File: src/rtl/seven_seg_scan.sv
// Multiplexed seven-segment scanner: per-digit slots with anti-ghost blanking,
// PWM brightness, leading-zero suppression and a per-frame input snapshot.
module seven_seg_scan #(
  parameter int NUM_DIGITS  = 8,
  parameter int SLOT_TICKS  = 16,
  parameter int BLANK_TICKS = 2,
  parameter int BRIGHT_W    = 4
) (
  input  logic                    clk,
  input  logic                    rst_n,
  input  logic                    ce,
  input  logic [4*NUM_DIGITS-1:0] digits,
  input  logic [NUM_DIGITS-1:0]   dp,
  input  logic [NUM_DIGITS-1:0]   anodes_mask,
  input  logic                    lzs,
  input  logic [BRIGHT_W-1:0]     brightness,
  output logic [NUM_DIGITS-1:0]   anodes,
  output logic [6:0]              segments,
  output logic                    dp_n,
  output logic                    frame_start
);

  localparam int IW = (NUM_DIGITS > 1) ? $clog2(NUM_DIGITS) : 1;
  localparam int TW = (SLOT_TICKS > 1) ? $clog2(SLOT_TICKS) : 1;
  localparam logic [31:0] BLANK_U = BLANK_TICKS;
  localparam logic [IW-1:0] IDX_LAST = IW'(NUM_DIGITS - 1);
  localparam logic [TW-1:0] T_LAST = TW'(SLOT_TICKS - 1);

  logic [IW-1:0]           idx_q, idx_d;
  logic [TW-1:0]           t_q, t_d;
  logic [4*NUM_DIGITS-1:0] digits_q, digits_d;
  logic [NUM_DIGITS-1:0]   dp_q, dp_d;
  logic [NUM_DIGITS-1:0]   mask_q, mask_d;
  logic                    lzs_q, lzs_d;
  logic [NUM_DIGITS-1:0]   anodes_q, anodes_d;
  logic [6:0]              segments_q, segments_d;
  logic                    dp_n_q, dp_n_d;
  logic                    frame_start_q, frame_start_d;

  logic                    snap;
  logic [4*NUM_DIGITS-1:0] eff_digits;
  logic [NUM_DIGITS-1:0]   eff_dp, eff_mask, supp;
  logic                    eff_lzs, zero_run, show, lit;
  logic [3:0]              cur_nib;
  logic [31:0]             t_ext;

  function automatic logic [6:0] seg_enc(input logic [3:0] nib);
    logic [6:0] s;
    case (nib)
      4'h0: s = 7'h40;  4'h1: s = 7'h79;  4'h2: s = 7'h24;  4'h3: s = 7'h30;
      4'h4: s = 7'h19;  4'h5: s = 7'h12;  4'h6: s = 7'h02;  4'h7: s = 7'h78;
      4'h8: s = 7'h00;  4'h9: s = 7'h10;  4'hA: s = 7'h08;  4'hB: s = 7'h03;
      4'hC: s = 7'h46;  4'hD: s = 7'h21;  4'hE: s = 7'h06;  default: s = 7'h0E;
    endcase
    return s;
  endfunction

  always_comb begin
    // The frame-start edge renders from the live inputs it is capturing.
    snap       = ce && (idx_q == '0) && (t_q == '0);
    eff_digits = snap ? digits      : digits_q;
    eff_dp     = snap ? dp          : dp_q;
    eff_mask   = snap ? anodes_mask : mask_q;
    eff_lzs    = snap ? lzs         : lzs_q;

    zero_run = 1'b1;
    supp     = '0;
    for (int i = NUM_DIGITS - 1; i >= 0; i--) begin
      zero_run = zero_run & (eff_digits[4*i +: 4] == 4'h0) & ~eff_dp[i];
      supp[i]  = eff_lzs & zero_run & (i != 0);
    end

    cur_nib = eff_digits[{idx_q, 2'b00} +: 4];
    show    = eff_mask[idx_q] & ~supp[idx_q];
    t_ext   = 32'(t_q);
    lit     = show && (t_ext >= BLANK_U) && ((t_ext - BLANK_U) < 32'(brightness));

    t_d           = t_q;
    idx_d         = idx_q;
    digits_d      = digits_q;
    dp_d          = dp_q;
    mask_d        = mask_q;
    lzs_d         = lzs_q;
    anodes_d      = anodes_q;
    segments_d    = segments_q;
    dp_n_d        = dp_n_q;
    frame_start_d = snap;

    if (ce) begin
      if (t_q == T_LAST) begin
        t_d   = '0;
        idx_d = (idx_q == IDX_LAST) ? '0 : idx_q + 1'b1;
      end else begin
        t_d = t_q + 1'b1;
      end
      anodes_d = lit ? ~(NUM_DIGITS'(1) << idx_q) : '1;
      if (t_q == '0) begin
        segments_d = show ? seg_enc(cur_nib) : 7'h7F;
        dp_n_d     = show ? ~eff_dp[idx_q] : 1'b1;
      end
    end

    if (snap) begin
      digits_d = digits;
      dp_d     = dp;
      mask_d   = anodes_mask;
      lzs_d    = lzs;
    end
  end

  always_ff @(posedge clk or negedge rst_n) begin
    if (!rst_n) begin
      idx_q         <= '0;
      t_q           <= '0;
      digits_q      <= '0;
      dp_q          <= '0;
      mask_q        <= '0;
      lzs_q         <= 1'b0;
      anodes_q      <= '1;
      segments_q    <= 7'h7F;
      dp_n_q        <= 1'b1;
      frame_start_q <= 1'b0;
    end else begin
      idx_q         <= idx_d;
      t_q           <= t_d;
      digits_q      <= digits_d;
      dp_q          <= dp_d;
      mask_q        <= mask_d;
      lzs_q         <= lzs_d;
      anodes_q      <= anodes_d;
      segments_q    <= segments_d;
      dp_n_q        <= dp_n_d;
      frame_start_q <= frame_start_d;
    end
  end

  assign anodes      = anodes_q;
  assign segments    = segments_q;
  assign dp_n        = dp_n_q;
  assign frame_start = frame_start_q;

endmodule

File: config.mk
export PLATFORM = sky130hd
export DESIGN_NAME = seven_seg_scan
export DESIGN_NICKNAME = d
export VERILOG_FILES = /design/src/rtl/seven_seg_scan.sv
export SDC_FILE = /design/constraint.sdc
export NUM_CORES = 1
export LEC_CHECK = 0
export ABC_AREA = 1
export CAP_MARGIN = 20
export CORE_MARGIN = 4
export CORE_UTILIZATION = 45
export DETAILED_ROUTE_END_ITERATION = 6
export PLACE_DENSITY = 0.71
export SETUP_SLACK_MARGIN = 0.1
export SLEW_MARGIN = 10
export SYNTH_ARGS = -nofsm -noshare
export SYNTH_HDL_FRONTEND = slang
export SYNTH_SLANG_ARGS = --single-unit
File: constraint.sdc
create_clock -name clk -period 6.5 [get_ports clk]
set_clock_uncertainty 0.05 [all_clocks]
set_input_delay 0.975 -clock clk [delete_from_list [all_inputs] [get_ports clk]]
set_output_delay 0.975 -clock clk [all_outputs]
set_load 0.01 [all_outputs]
==> metrics.md, run 1 <==
| Metric | Value |
|---|---|
| Status | `finished, final reports clean` |
| CTS resizes | `0` |
| H-Tree Depth | `3` |
| Total negative slack | `0 ns` |
| Drt total wl | `11.1 mm` |
| Die area | `between 10000 and 15000 um2` |
| Post-synthesis sequential area ratio | `between 40% and 50%` |
| Root Buffer | `clkbuf_8` |
| Setup Viol. Count Final | `0` |
| CP startpoint | `ce` |
| GPL Wtd Cong | `0.947` |
| # DRC | `0` |
| Fmax | `between 200 and 250 MHz` |
| Worst hold path class | `flip-flop to flip-flop` |
| GRT Resource Usage Total | `20.1%` |
| Tot Pwr | `around 2.5 mW` |
| Synth cell types | `29` |
| R2R setup slack | `roughly 2.5 ns` |
| Worst setup EP type | `flip-flop` |
| Leak Pwr | `2.90 nW` |
| Starting density of the core | `around 46%` |
| Die Wd | `approximately 110 um` |
| Total number of vias | `4023` |
| WL per Instance | `about 13 um` |
| Initial antenna violation count | `0` |
| Max Slew Vio Count | `0` |
| CP Launch Type | `input port` |
| IO buf count | `between 70 and 80` |
| Critical Path AT | `about 5 ns` |
| Sink Count | `73` |
| Layout area overhead | `22.5%` |
| Fill count | `941` |
| Nets | `approximately 770` |
| TritonCTS Buffers | `9` |
| Post-layout min period | `around 4.6 ns` |
| Clock buffer depth | `2` |
| Hold Buf Count CTS | `0` |
| Post-synth EDFFs | `0` |
| Row count | `36` |
| Final hold violations | `0` |
| PwrDens | `approximately 460 nW/um2` |
| GRT Residual Overflow | `0` |
| Setup bufs post-CTS | `0` |
| Largest net degree at the start of global routing | `74` |
| Top cell type by total area after synthesis | `dfrtp_1` |
| Max VDD drop | `around 0.20 mV` |
| Worst slack at placement | `about 1.6 ns` |
| Antenna cells | `0` |
| Most instantiated library cell after synthesis | `nand2_1` |
| Clock Pin Slew Worst Setup and Hold Paths | `about 0.08 ns` |
| MaxCap Viol Count | `0` |
| Top post-synthesis cells by count | `192 x nand2_1, 123 x inv_1, 60 x nand3_1, 57 x dfrtp_1, 46 x nor2_1` |
| Max_slew headroom | `between 30% and 40%` |
| Critical path peak fanout | `61` |
| Required time worst endpoint | `between 6 and 7 ns` |
| CTS tree | `built` |
| Setup CP Type | `input port to flip-flop` |
| Iteration count of the initial detailed-routing pass | `7` |
| R2r worst-path depth | `14` |
| Worst-Margin Slew | `0.920 ns` |
| RSZ-0062 raised after global routing | `no` |
| Worst skew pair latency | `around 0.37 ns` |
| DP HPWL | `between 8 and 9 mm` |
| Core area | `between 9000 and 10000 um2` |
| # IOs | `73` |
| Initial DRC Count | `203` |
| Synth Net Count | `roughly 710` |
| Period utilisation layout | `a little over 70%` |
| FF-to-FF End | `dp_n` |
| Layout cells sized above 1 | `between 8 and 9%` |
| Most used DFF post-synth | `dfrtp_1` |
| Critical R2R Launch | `idx_q[0]` |
| Avg Inst Size Synth | `7.09 um2` |
| Final setup margin | `between 1.5 and 2 ns` |
| Ys Warns | `0` |
| First-pass GRT wire length | `around 18 mm` |
| Worst setup path endpoint | `dp_n` |
| Post-synth ARST share | `100%` |
| Chip height | `between 100 and 150 um` |
| Yosys top cell area share | `about a third` |
| Number of vias per cell | `4.84` |
| Yosys reg bits | `between 70 and 80` |
| Synth top area cells | `dfrtp_1 32%, nand2_1 16%, inv_1 10%` |
| Number of global-route vias before repair | `3963` |
| Mapped Area | `around 4500 um2` |
| Synthesized instance count | `about 630` |
| ANT nets after route | `0` |
through the flow:
step,area [um2],instances,hold slack [ns],util [%]
floorplan,4460,629,0.390,-
global placement,5240,816,0.412,53.8
detailed placement,5240,816,0.413,53.8
CTS,5460,832,0.433,56.1
global route,5460,832,0.459,56.1
finish,5460,832,0.434,56.1
worst max-delay path, cell delays in order:
cell             delay [ns]
clkdlybuf4s50_1        0.84
nand2_1                0.18
nor2_4                 0.50
nand2_4                0.48
inv_2                  0.40
nand2_1                0.12
nand3_1                0.09
o21ai_0                0.13
o21ai_0                0.17
and2_1                 0.46
nand2_1                0.26
o21ai_1                0.17
inv_1                  0.05
metal layers:
layer / part of all wire [%] / global-route usage [%]
met1: 45 / 26.2
met2: 49 / 34.0
met3: 5.2 / 2.82
met4: 1.6 / 7.57
met5: 0 / 0
worst min path at each step:
stage	start	end	slack, ns	depth (start not counted)
floorplan	mask_q[0]	mask_q[0]	0.39	2
global placement	mask_q[3]	mask_q[3]	0.41	2
detailed placement	mask_q[6]	mask_q[6]	0.41	2
CTS	mask_q[7]	mask_q[7]	0.43	2
global route	mask_q[6]	mask_q[6]	0.46	2
finish	mask_q[6]	mask_q[6]	0.43	2
layout make-up:
| cell class | count | area [um2] | share of cell area (%) |
|---|---|---|---|
| multi-input combinational | 409 | 2020 | 36.9 |
| sequential | 73 | 1850 | 33.8 |
| timing repair buffer | 73 | 723 | 13.2 |
| clock inverter | 6 | 90.1 | 1.65 |
| inverter | 128 | 480 | 8.80 |
| clock buffer | 10 | 138 | 2.52 |
| tap | 133 | 166 | 3.05 |
sequential cells by signal (all words and copies together), names as in the netlist:
| name | cells |
|---|---|
| dp_n | 1 |
| t_q | 4 |
| anodes | 8 |
| mask_q | 8 |
| idx_q | 3 |
| frame_start | 1 |
| digits_q | 32 |
| lzs_q | 1 |
| dp_q | 8 |
| segments | 7 |
cells in the final DEF, fill, tap and decap left out, types with 2 or more instances in the layout:
| master | instances |
|---|---|
| a21oi_1 | 5 |
| and2_1 | 3 |
| bufinv_16 | 2 |
| clkbuf_8 | 10 |
| clkdlybuf4s50_1 | 71 |
| clkinv_1 | 2 |
| dfrtp_1 | 57 |
| dfstp_2 | 16 |
| ha_1 | 21 |
| inv_1 | 123 |
| inv_2 | 3 |
| nand2_1 | 192 |
| nand2_4 | 2 |
| nand3_1 | 60 |
| nand3b_1 | 11 |
| nand4_1 | 9 |
| nor2_1 | 46 |
| o21ai_0 | 20 |
| o21ai_1 | 12 |
| o22ai_1 | 5 |
| or2_2 | 16 |
power breakdown:
part           switching (mW)  leakage [nW]  total (mW)  internal (mW)
combinational           0.864          1.97        1.34          0.477
clock                   0.180         0.113       0.408          0.228
sequential             0.0936         0.816       0.772          0.679
cell families (layout without fill, tap and decap cells):
family	count (synthesis)	count (layout)	share of synthesized area [%]
AO/OA/AOI/OAI	44	44	5.22
AND/OR/NAND/NOR	344	344	34.2
flip-flops	73	73	41.4
buffers and inverters	147	217	13.3
adder cells (fa/ha/maj)	21	21	5.89
No activity file was read; power rests on OpenSTA's default activity.
==> run 2, diff against run 1 <==
==> constraint.sdc (replaced) <==
create_clock -name clk -period 4.34 [get_ports clk]
set_clock_uncertainty 0.05 [all_clocks]
set_input_delay 0.651 -clock clk [delete_from_list [all_inputs] [get_ports clk]]
set_output_delay 0.651 -clock clk [all_outputs]
set_load 0.01 [all_outputs]
==> metrics.md, run 2 (synthesis results as in run 1) <==
| Metric | Value |
|---|---|
| GRT Resource Usage Total | `about a fifth` |
| Root Buffer | `clkbuf_8` |
| Row count | `36` |
| Worst skew pair latency | `approximately 0.36 ns` |
| Layout area overhead | `23.1%` |
| Total negative slack | `0 ns` |
| Post-layout min period | `between 3 and 4 ns` |
| Part of the power in combinational logic | `a little over half` |
| Die Wd | `approximately 110 um` |
| Largest net degree at the start of global routing | `48` |
| Post-Place Cell Area | `5270 um2` |
| Number of global-route vias before repair | `about 4.0k` |
| Final hold violations | `0` |
| Die area | `~12000 um2` |
| Worst hold path class | `input port to async pin` |
| RSZ-0062 raised after global routing | `no` |
| ANT nets after route | `0` |
| # DRC | `0` |
| Number of vias per cell | `about 5` |
| CTS resizes | `0` |
| CP Launch Type | `flip-flop` |
| Most flops, register | `digits_q` |
| Worst setup EP type | `flip-flop` |
| Setup Viol. Count Final | `0` |
| Setup CP Type | `flip-flop to flip-flop` |
| DP HPWL | `about 8.5 mm` |
| Hold Buf Count CTS | `0` |
| Status | `finished, final reports clean` |
| Chip height | `between 100 and 150 um` |
| Period utilisation layout | `about four fifths` |
| Starting density of the core | `roughly 46%` |
| Most common cell after layout, fill and taps aside | `nand2_1` |
| NetSw | `between 1.5 and 2 mW` |
| Max Slew Vio Count | `0` |
| Max VDD drop | `~0.33 mV` |
| # IOs | `between 70 and 80` |
| Clock power frac | `roughly 15%` |
| Initial DRC Count | `270` |
| Nets | `~780` |
| Sequential share of power | `between 30% and 40%` |
| Worst-Margin Slew | `0.975 ns` |
| Leak Pwr | `between 2 and 3 nW` |
| Iteration count of the initial detailed-routing pass | `5` |
| Clock buffer depth | `2` |
| Int Pwr | `between 2 and 2.5 mW` |
| GPL Wtd Cong | `0.918` |
| MaxCap Viol Count | `0` |
| CTS tree | `built` |
| Number of flip-flops under the largest register name | `32` |
| TritonCTS Buffers | `9` |
| GRT Residual Overflow | `0` |
| Initial antenna violation count | `0` |
| Antenna cells | `0` |
| Setup bufs post-CTS | `0` |
| Clock Pin Slew Worst Setup and Hold Paths | `approximately 0.09 ns` |
| Max_slew headroom | `35.0%` |
| Finished Cell Area | `approximately 5500 um2` |
| Sink Count | `between 70 and 80` |
| Most frequent cells in the layout | `192 x nand2_1, 123 x inv_1, 71 x clkdlybuf4s50_1, 60 x nand3_1, 57 x dfrtp_1` |
| PwrDens | `between 600 and 700 nW/um2` |
| H-Tree Depth | `3` |
| IO buf count | `a little over 70` |
| Critical Path AT | `around 3.7 ns` |
| Required time worst endpoint | `about 4.6 ns` |
| Layout cells sized above 1 | `a little under a tenth` |
| WL per Instance | `around 14 um` |
| Total number of vias | `a little over 4k` |
| Critical path peak fanout | `38` |
| Drt total wl | `~12 mm` |
| First-pass GRT wire length | `~19 mm` |
| Fmax | `roughly 290 MHz` |
| Switching fraction of total power | `46.1%` |
| Core area | `approximately 9700 um2` |
[run 2: changes by cell type in the layout (fill, tap and decap cells not counted), sizes merged]
cell	previous run	this run
buf	2	7
bufinv	2	1
clkbuf	10	9
clkinv	4	5
inv	127	128
[run 2: stage by stage]
stage	util [%]	std cells	setup slack (ns)	hold slack, ns	total power, mW
CTS	56.2	836	0.859	0.434	3.75
floorplan	-	629	1.74	0.305	2.60
detailed placement	54.1	820	0.787	0.415	3.18
finish	56.4	837	0.878	0.185	3.74
global placement	54.1	820	0.804	0.408	3.15
global route	56.4	837	0.492	0.211	4.12
[run 2: power by group through the flow]
| stage | clock network (mW) | registers, mW | logic (mW) |
|---|---|---|---|
| 6_report | 0.556 | 1.16 | 2.03 |
| 5_1_grt | 0.600 | 1.19 | 2.33 |
| 4_1_cts | 0.568 | 1.16 | 2.03 |
| 3_5_place_dp | 0 | 1.17 | 2.01 |
| 3_3_place_gp | 0 | 1.16 | 1.99 |
| 2_1_floorplan | 0 | 1.15 | 1.45 |
[run 2: final cells by class]
class | instances | area (um2)
inverter | 128 | 480
multi-input combinational | 409 | 2020
tap | 133 | 166
clock inverter | 7 | 77.6
fill | 972 | 4240
clock buffer | 9 | 124
timing repair buffer | 78 | 773
sequential | 73 | 1850
[run 2: worst paths after layout]
kind	startpoint	to	slack, ns	cells after the start
max in group asynchronous	rst_n	digits_q[12]	3.09	3
min in group clk	mask_q[6]	mask_q[6]	0.43	2
setup reg to reg	t_q[1]	segments[3]	0.88	19
setup / recovery	t_q[1]	segments[3]	0.88	19
hold reg to reg	mask_q[6]	mask_q[6]	0.43	2
hold / removal	rst_n	lzs_q	0.18	1
[run 2: critical path, stage by stage (launching register included)]
cell and delay [ns]:
dfrtp_1 0.43, inv_1 0.16, ha_1 0.17, inv_1 0.08, nor2_8 0.36, nand2_4 0.34
inv_2 0.36, nand2_1 0.16, nand2_1 0.11, a21oi_1 0.09, nand2_1 0.09, nand2_1 0.15
inv_1 0.14, ha_1 0.19, nand3_1 0.12, nand2_1 0.10, nand2_1 0.05, nand3_1 0.08
nor2_1 0.05, nor2_1 0.09
[run 2: per-layer routing]
metal / vias up / track usage [%] / wire (um)
met5: - / 0 / 0
met4: 0 / 8.84 / 243
met3: 17 / 2.88 / 597
met2: 120 / 33.9 / 5410
met1: 1896 / 28.2 / 5330
li1: 2051 / - / -
==> run 3, diff against run 2 <==
==> constraint.sdc (replaced) <==
create_clock -name clk -period 3.45 [get_ports clk]
set_clock_uncertainty 0.05 [all_clocks]
set_input_delay 0.5175 -clock clk [delete_from_list [all_inputs] [get_ports clk]]
set_output_delay 0.5175 -clock clk [all_outputs]
set_load 0.01 [all_outputs]
==> metrics.md, run 3 (synthesis results as in run 1) <==
| Metric | Value |
|---|---|
| WL per Instance | `~14 um` |
| # DRC | `0` |
| Worst setup EP type | `flip-flop` |
| Most common cell after layout, fill and taps aside | `nand2_1` |
| Crit-path slowest cell | `dfrtp_1` |
| H-Tree Depth | `3` |
| Max Slew Vio Count | `0` |
| Row count | `36` |
| CTS tree | `built` |
| Initial DRC Count | `225` |
| Die area | `11600 um2` |
| Starting density of the core | `a little under half` |
| Total negative slack | `0 ns` |
| Worst skew pair latency | `roughly 0.35 ns` |
| MaxCap Viol Count | `0` |
| RSZ-0062 raised after global routing | `no` |
| Post-Place Cell Area | `about 5400 um2` |
| Drt total wl | `between 10 and 15 mm` |
| Die Wd | `between 100 and 150 um` |
| TritonCTS Buffers | `9` |
| Clock buffer depth | `2` |
| Worst-Margin Slew | `slightly below 0.4 ns` |
| Max_slew headroom | `about three quarters` |
| Number of flip-flops under the largest register name | `32` |
| GRT Resource Usage Total | `approximately a fifth` |
| First-pass GRT wire length | `19.3 mm` |
| Crit path cell chain | `inv_1, ha_1, nand2_1, nor2_4, nand2_4, buf_4, nand2_1, nand2_1, o21ai_0, nor2_1, nand2_1, nand2_1, inv_1, ha_1, inv_1, nand2_1, nand2_1, o21ai_0, nor2_1, nor2_1` |
| Total number of vias | `4074` |
| Sink Count | `73` |
| Setup CP Type | `flip-flop to flip-flop` |
| R2r worst-path depth | `20` |
| GPL Wtd Cong | `~0.9` |
| Iteration count of the initial detailed-routing pass | `5` |
| Most common cell on crit path | `nand2_1` |
| Clock Pin Slew Worst Setup and Hold Paths | `roughly 0.090 ns` |
| Root Buffer | `clkbuf_8` |
| Largest net degree at the start of global routing | `46` |
| Layout area overhead | `25.5%` |
| Tot Pwr | `4.82 mW` |
| Leak Pwr | `roughly 3.0 nW` |
| Hold Buf Count CTS | `0` |
| Finished Cell Area | `about 5600 um2` |
| Number of vias per cell | `~4.8` |
| CP Launch Type | `flip-flop` |
| Nets | `about 790` |
| Critical Path AT | `about 3.3 ns` |
| Initial antenna violation count | `0` |
| Final setup margin | `0.386 ns` |
| Critical R2R Launch | `idx_q[1]` |
| Antenna cells | `0` |
| Final hold violations | `0` |
| Setup Viol. Count Final | `0` |
| Fmax | `approximately 330 MHz` |
| Period utilisation layout | `between 80% and 90%` |
| Post-Layout Cell Count | `between 800 and 900` |
| FF-to-FF End | `segments[0]` |
| Chip height | `between 100 and 150 um` |
| Max incr delay on CP | `~0.46 ns` |
| Core area | `around 9700 um2` |
| DP HPWL | `between 8 and 9 mm` |
| Setup bufs post-CTS | `0` |
| GRT Residual Overflow | `0` |
| Post-layout min period | `a little over 3 ns` |
| Worst slack at placement | `~0.19 ns` |
| Number of global-route vias before repair | `~4k` |
| R2R setup slack | `just under 0.4 ns` |
| Max VDD drop | `approximately 0.44 mV` |
| Most frequent cells in the layout | `192 x nand2_1, 123 x inv_1, 71 x clkdlybuf4s50_1, 60 x nand3_1, 57 x dfrtp_1` |
| Status | `finished, final reports clean` |
| Required time worst endpoint | `3.69 ns` |
| Most flops, register | `digits_q` |
| Worst hold path class | `input port to async pin` |
| Critical path peak fanout | `20` |
| # IOs | `between 70 and 80` |
| Placed insts | `approximately 830` |
| ANT nets after route | `0` |
| Layout cells sized above 1 | `a little over a tenth` |
| IO buf count | `72` |
| PwrDens | `between 800 and 900 nW/um2` |
[run 3: cell types whose count changed in the layout (fill, tap and decap cells not counted)]
cell and delta:
buf_4 +12, inv_8 +2, buf_6 +1, clkinv_2 -1, clkinv_4 -1
[run 3: layout make-up]
type                            instances  area [um2]
Multi-Input combinational cell        409        2020
Sequential cell                        73        1850
Timing Repair Buffer                   91         875
Inverter                              128         480
Fill cell                             960        4130
Clock inverter                          7        86.3
Clock buffer                            9         124
Tap cell                              133         166
[run 3: how the worst max path moves through the flow]
stage,start,endpoint,slack (ns),depth (start not counted)
CTS,idx_q[1],segments[6],0.37,19
finish,idx_q[1],segments[0],0.39,20
global route,idx_q[1],segments[6],0.11,20
global placement,ce,segments[3],0.22,18
floorplan,idx_q[0],segments[5],0.85,20
detailed placement,ce,segments[6],0.19,18
[run 3: worst max-delay path: cells and delay by family (launching register included)]
kind            cells  cell delay (ns)
compound gates      2             0.33
simple gates       12             1.14
buf+inv             4             0.61
fa+ha+maj           2             0.42
flops               1             0.46
[run 3: metal layers]
layer	wire (um)	vias to the layer above	GRT usage (%)	share of wire, %
li1	-	2080	-	-
met1	5520	1870	29.2	48
met2	5360	106	33.7	46
met3	557	18	3.30	4.8
met4	178	0	7.03	1.5
met5	0	-	0	0
[run 3: where the power goes]
part / total, mW / switching [mW] / internal (mW) / leakage [nW]
Sequential: 1.43 / 0.152 / 1.28 / 0.816
Clock: 0.726 / 0.375 / 0.351 / 0.104
Combinational: 2.67 / 1.68 / 0.988 / 2.06
Total: 4.82 / 2.21 / 2.62 / 2.98
[run 3: through the flow]
stage	util (%)	hold WS [ns]
after floorplan	-	0.172
after CTS	57.3	0.298
after global placement	55.1	0.406
after global routing	57.5	0.0317
final	57.5	0.0198
after detailed placement	55.1	0.411
[run 3: what timing repair did]
item                                    CTS  global route
endpoints found under the hold margin     0             0
endpoints found under the setup margin    0             2
gates resized for setup                   0             1
